$ cat config.mk
export PLATFORM = sky130hd
export DESIGN_NAME = z80_wait_ctrl
export DESIGN_NICKNAME = d
export VERILOG_FILES = /design/src/rtl/mintz80_pkg.sv /design/src/rtl/wsc_cfg_reg.sv /design/src/rtl/z80_wait_ctrl.sv
export SDC_FILE = /design/constraint.sdc
export NUM_CORES = 1
export LEC_CHECK = 0
export CORE_AREA = 2 2 39 41
export DETAILED_ROUTE_END_ITERATION = 8
export DIE_AREA = 0 0 41 43
export DONT_BUFFER_PORTS = 1
export GPL_TIMING_DRIVEN = 0
export PLACE_DENSITY_LB_ADDON = 0.1
export SLEW_MARGIN = 0
export SYNTH_ARGS = -nofsm -noshare
export SYNTH_HDL_FRONTEND = slang
export SYNTH_SLANG_ARGS = --single-unit
$ cat constraint.sdc
create_clock -name clk -period 2.6 [get_ports clk]
set_clock_uncertainty 0.05 [all_clocks]
set_input_delay 0.26 -clock clk [delete_from_list [all_inputs] [get_ports clk]]
set_output_delay 0.26 -clock clk [all_outputs]
set_load 0.005 [all_outputs]
$ cat src/rtl/mintz80_pkg.sv
// Shared types and constants for the MinTZ80 MMU wait-state logic.
package mintz80_pkg;

    // Wait controller FSM states
    typedef enum logic [1:0] {
        IDLE,
        WAIT,
        HOLD
    } wsc_state_t;

    // I/O port map for the wait-state config register and slow external ports
    localparam logic [7:0] IO_WSCFG  = 8'hD2;
    localparam logic [7:0] IO_EXT_LO = 8'hD4;
    localparam logic [7:0] IO_EXT_HI = 8'hD7;

    // Field index of each wait count inside the cfg word (field * WS_W = LSB)
    localparam int CFG_ROM_FIELD = 0;
    localparam int CFG_IO_FIELD  = 1;

endpackage

$ cat src/rtl/wsc_cfg_reg.sv
// Lockable wait-state config register; loads once per I/O write to $D2.
module wsc_cfg_reg
    import mintz80_pkg::*;
#(
    parameter int WS_W       = 2,
    parameter int ROM_WS_RST = 1,
    parameter int IO_WS_RST  = 2
) (
    input  logic                clk,
    input  logic                reset,
    input  logic                cfg_sel,
    input  logic                iorq_n,
    input  logic                wr_n,
    input  logic                cfg_lock,
    input  logic [2*WS_W-1:0]   din,
    output logic [2*WS_W-1:0]   cfg_q
);

    localparam logic [WS_W-1:0] ROM_RST = ROM_WS_RST[WS_W-1:0];
    localparam logic [WS_W-1:0] IO_RST  = IO_WS_RST[WS_W-1:0];

    logic wr_cfg;
    logic wr_cfg_d;

    assign wr_cfg = cfg_sel & ~iorq_n & ~wr_n & ~cfg_lock;

    // Load din only on the first clock of a qualified write so a long
    // write strobe with a changing bus captures the value exactly once.
    always_ff @(posedge clk or negedge reset) begin
        if (!reset) begin
            wr_cfg_d <= 1'b0;
            cfg_q[CFG_ROM_FIELD*WS_W +: WS_W] <= ROM_RST;
            cfg_q[CFG_IO_FIELD*WS_W +: WS_W]  <= IO_RST;
        end else begin
            wr_cfg_d <= wr_cfg;
            if (wr_cfg && !wr_cfg_d) begin
                cfg_q <= din;
            end
        end
    end

endmodule

$ cat src/rtl/z80_wait_ctrl.sv
// Z80 wait-state controller: stretches ROM and external I/O bus cycles.
module z80_wait_ctrl
    import mintz80_pkg::*;
#(
    parameter int WS_W       = 2,
    parameter int ROM_WS_RST = 1,
    parameter int IO_WS_RST  = 2
) (
    input  logic                clk,
    input  logic                reset,
    input  logic                mreq_n,
    input  logic                iorq_n,
    input  logic                m1_n,
    input  logic                rd_n,
    input  logic                wr_n,
    input  logic                romen_n,
    input  logic                extio_n,
    input  logic                cfg_sel,
    input  logic                cfg_lock,
    input  logic [2*WS_W-1:0]   din,
    output logic                wait_n,
    output logic [2*WS_W-1:0]   cfg_q,
    output logic                busy
);

    wsc_state_t      state;
    logic [WS_W-1:0] cnt;
    logic [WS_W-1:0] rom_ws;
    logic [WS_W-1:0] io_ws;
    logic [WS_W-1:0] sel_ws;
    logic            rom_match;
    logic            io_match;
    logic            bus_idle;

    wsc_cfg_reg #(
        .WS_W       (WS_W),
        .ROM_WS_RST (ROM_WS_RST),
        .IO_WS_RST  (IO_WS_RST)
    ) u_cfg (
        .clk      (clk),
        .reset    (reset),
        .cfg_sel  (cfg_sel),
        .iorq_n   (iorq_n),
        .wr_n     (wr_n),
        .cfg_lock (cfg_lock),
        .din      (din),
        .cfg_q    (cfg_q)
    );

    assign rom_ws    = cfg_q[CFG_ROM_FIELD*WS_W +: WS_W];
    assign io_ws     = cfg_q[CFG_IO_FIELD*WS_W +: WS_W];
    assign rom_match = ~mreq_n & ~romen_n & (~rd_n | ~wr_n | ~m1_n);
    assign io_match  = ~iorq_n & m1_n & ~extio_n;
    assign sel_ws    = rom_match ? rom_ws : io_ws;
    assign bus_idle  = mreq_n & iorq_n;

    // Wait-state FSM: latch the count on a match, hold WAIT low for that many
    // clocks, then park in HOLD until the bus cycle ends.
    always_ff @(posedge clk or negedge reset) begin
        if (!reset) begin
            state  <= IDLE;
            cnt    <= '0;
            wait_n <= 1'b1;
            busy   <= 1'b0;
        end else begin
            case (state)
                IDLE: begin
                    if (rom_match || io_match) begin
                        if (sel_ws != '0) begin
                            cnt    <= sel_ws - WS_W'(1);
                            wait_n <= 1'b0;
                            busy   <= 1'b1;
                            state  <= WAIT;
                        end else begin
                            state  <= HOLD;
                        end
                    end
                end
                WAIT: begin
                    if (bus_idle) begin
                        wait_n <= 1'b1;
                        busy   <= 1'b0;
                        state  <= IDLE;
                    end else if (cnt != '0) begin
                        cnt    <= cnt - WS_W'(1);
                    end else begin
                        wait_n <= 1'b1;
                        busy   <= 1'b0;
                        state  <= HOLD;
                    end
                end
                HOLD: begin
                    if (bus_idle) begin
                        state <= IDLE;
                    end
                end
                default: begin
                    state  <= IDLE;
                    wait_n <= 1'b1;
                    busy   <= 1'b0;
                end
            endcase
        end
    end

endmodule

==> impl_metrics.ini <==
[setup_path]
crit_family = simple AND/OR/NAND/NOR gates
critPathLaunchType = input pin
regToRegSetupSlack_ns = 1.03
timing.rr.start = u_cfg.cfg_q[3]
path_buf_inv = 1
crit_type = input pin to flop
path_max_fanout = 4
crit_chain = dlygate4sd3_1 -> nor4b_1 -> and2b_1 -> mux2_2
required_ns = 2.71
r2r-end = cnt[1]
reg2reg_depth = 4
cpMaxStageDelayCell = dlygate4sd3_1
arrival_ns = 1.78
crit_path_end_kind = flop
max_stage_delay_ns = 0.53

[floorplanning]
rows = 14
core_mm2 = 0.00138
die_y_um = 43
start_util = 0.431
die_area_mm2 = 0.00176
dieWidth_um = 41
ios = 21

[routing]
vias = 427
drc = 0
wl_per_cell_um = 15.2
viasPerCell = 5.69
routed_wirelength_mm = 1.14
drt_iter0_drc = 5
drt-pass1-iter-count = 4
antenna_left = 0

[layout]
design_area_um2 = 674
multiInputGateArea_um2 = 310
fin_nets = 75
drive_gt1_frac = 0.322
antennaDiodeCount = 0
regArea_um2 = 279
nFillCells = 128
synthToLayoutAreaGrowth_pct = 13.0

[logic_synthesis]
ys_seq_area_frac = 0.468
synth_cell_type_count = 29
synth_ff_type = dfrtp_1
synth_area_leaders = dfrtp_1 (34%), dfstp_2 (13%), mux2_2 (7.5%)
yosys_warnings = 0
synthCells = 52
synth_common_cells = dfrtp_1 (8), nand2_1 (5), a21oi_1 (4), mux2_2 (4), dfstp_2 (3)
synth_edf_count = 0
post-synth-top-count-cell = dfrtp_1
synth_area_um2 = 597
synth_top_cell_area_share = 0.335
syn_area_per_cell_um2 = 11.5
syn_nets = 67
synth-async-reset-ratio = 1.00
synth_seq_cells = 11
synth.largest_area_cell = dfrtp_1

[sta]
hold_violations = 0
timing.fmax_mhz = 598
finalSetupViolations = 0
rsz0062_at_grt = false
fin_crit_sh = 0.643
finalSetupTns_ns = 0
period_minus_slack_ns = 1.67
worstMarginPinSlew_ns = 0.491
drv_slew = 0
relSlewSlack = 0.672

[power]
powerDensity_mw_per_mm2 = 948
p_switching_w = 0.000228
p_clk_frac = 0.182
power.internal_w = 0.000412
seq_power_share = 0.498
peakVddDrop_uv = 378
cellLeakagePower_nw = 0.274
comb_power_share = 0.320
sw_frac_of_total = 0.356

[grt]
grt_pass1_vias = 441
overflow = 0
grt_use_total = 0.157
antenna_found_initial = 0
grt_max_degree = 12
grt_pass1_wl_mm = 1.83

[clocking]
cts_tree = done
cts_resized = 0
numCtsBuffers = 3
numClockSinks = 11
clockBufferDepth = 2
htree_levels = 1
clk_pin_slew_worst_paths_ns = 0.07
clk_latency_ns = 0.27
post_cts_buffers = 0
clock_tree.root_cell = clkbuf_4

[worst_hold_path]
min_delay_worst_endpoint = u_cfg.cfg_q[2]
min_from = din[2]
hold_class = input pin to flop
min_delay_path_depth = 1

[run]
drv_cap = 0

[placed_design]
portBuffers = 0
gp_congestion = 0.796
placed_cell_area_um2 = 617
hpwl_um = 877

[run_status]
status = completed
-- power by group through the flow --
stage	logic (W)	clock network (W)	registers, W
2_1_floorplan	0.000177	0	0.000302
3_3_place_gp	0.000193	0	0.000319
3_5_place_dp	0.000200	0	0.000321
4_1_cts	0.000206	0.000124	0.000319
5_1_grt	0.000231	0.000135	0.000331
6_report	0.000204	0.000117	0.000318
-- routing by layer --
layer  routed length, um  up-vias  track usage
li1                    -      206            -
met1                 497      199        0.202
met2                 536       20        0.219
met3                  94        2       0.0628
met4                  14        0       0.0800
met5                   0        -            0
-- how the worst max path moves through the flow --
| stage | start | to | slack [ns] | cells after the start |
|---|---|---|---|---|
| 5_1_grt | iorq_n | u_cfg.cfg_q[2] | 0.85 | 4 |
| 3_3_place_gp | m1_n | cnt[1] | 1.01 | 5 |
| 2_1_floorplan | m1_n | cnt[1] | 1.09 | 5 |
| 3_5_place_dp | m1_n | cnt[1] | 0.99 | 5 |
| 6_report | iorq_n | u_cfg.cfg_q[1] | 0.93 | 4 |
| 4_1_cts | u_cfg.cfg_q[3] | cnt[1] | 1.02 | 4 |
-- cell type report --
cell class | count | area share
clock buffers | 3 | 0.0334
flip-flops and latches | 11 | 0.414
clock inverters | 1 | 0.00742
well taps | 16 | 0.0297
repair buffers | 3 | 0.0445
multi-input cells | 39 | 0.460
inverters | 2 | 0.0111
-- registers in the layout (all words and copies together), names as in the netlist --
name and flops:
u_cfg.cfg_q 4, u_cfg.wr_cfg_d 1, state 2, busy 1, wait_n 1, cnt 2
-- repair_timing --
item,in CTS,in global routing
setup endpoints to repair,0,0
hold buffers,1,2
hold endpoints to repair,11,1
-- stage by stage --
step | hold slack (ns) | power, W | utilization | setup WS [ns] | instances
floorplan | -0.0856 | 0.000480 | - | 1.09 | 52
global placement | -0.0853 | 0.000512 | 0.446 | 1.01 | 68
detailed placement | -0.0853 | 0.000521 | 0.446 | 0.993 | 68
CTS | 0.000788 | 0.000650 | 0.473 | 1.02 | 73
global route | 0.0643 | 0.000697 | 0.487 | 0.849 | 75
finish | 0.0848 | 0.000639 | 0.487 | 0.928 | 75
-- worst register-to-register path: stages, from the launching register on --
cell and delay (ns):
dfstp_2 0.58, o211ai_2 0.10, a21o_4 0.25, o21ai_4 0.16, mux2_4 0.31
-- cell usage in the layout (no fill, tap or decap), types with 2 or more instances in the layout --
cell type	synthesis	final
a21oi_1	4	4
clkbuf_4	0	3
dfrtp_1	8	8
dfstp_2	3	3
dlygate4sd3_1	0	3
inv_1	2	2
mux2_2	4	4
nand2_1	5	5
nor2_1	2	2
nor3_1	2	2
o21ai_0	2	2
-- logic make-up after synthesis --
logic type	share of synthesized area
compound gates	0.243
simple gates	0.145
flops	0.468
mux	0.117
buf+inv	0.0126
xor+xnor	0.0147
No activity file was read; power rests on OpenSTA's default activity.
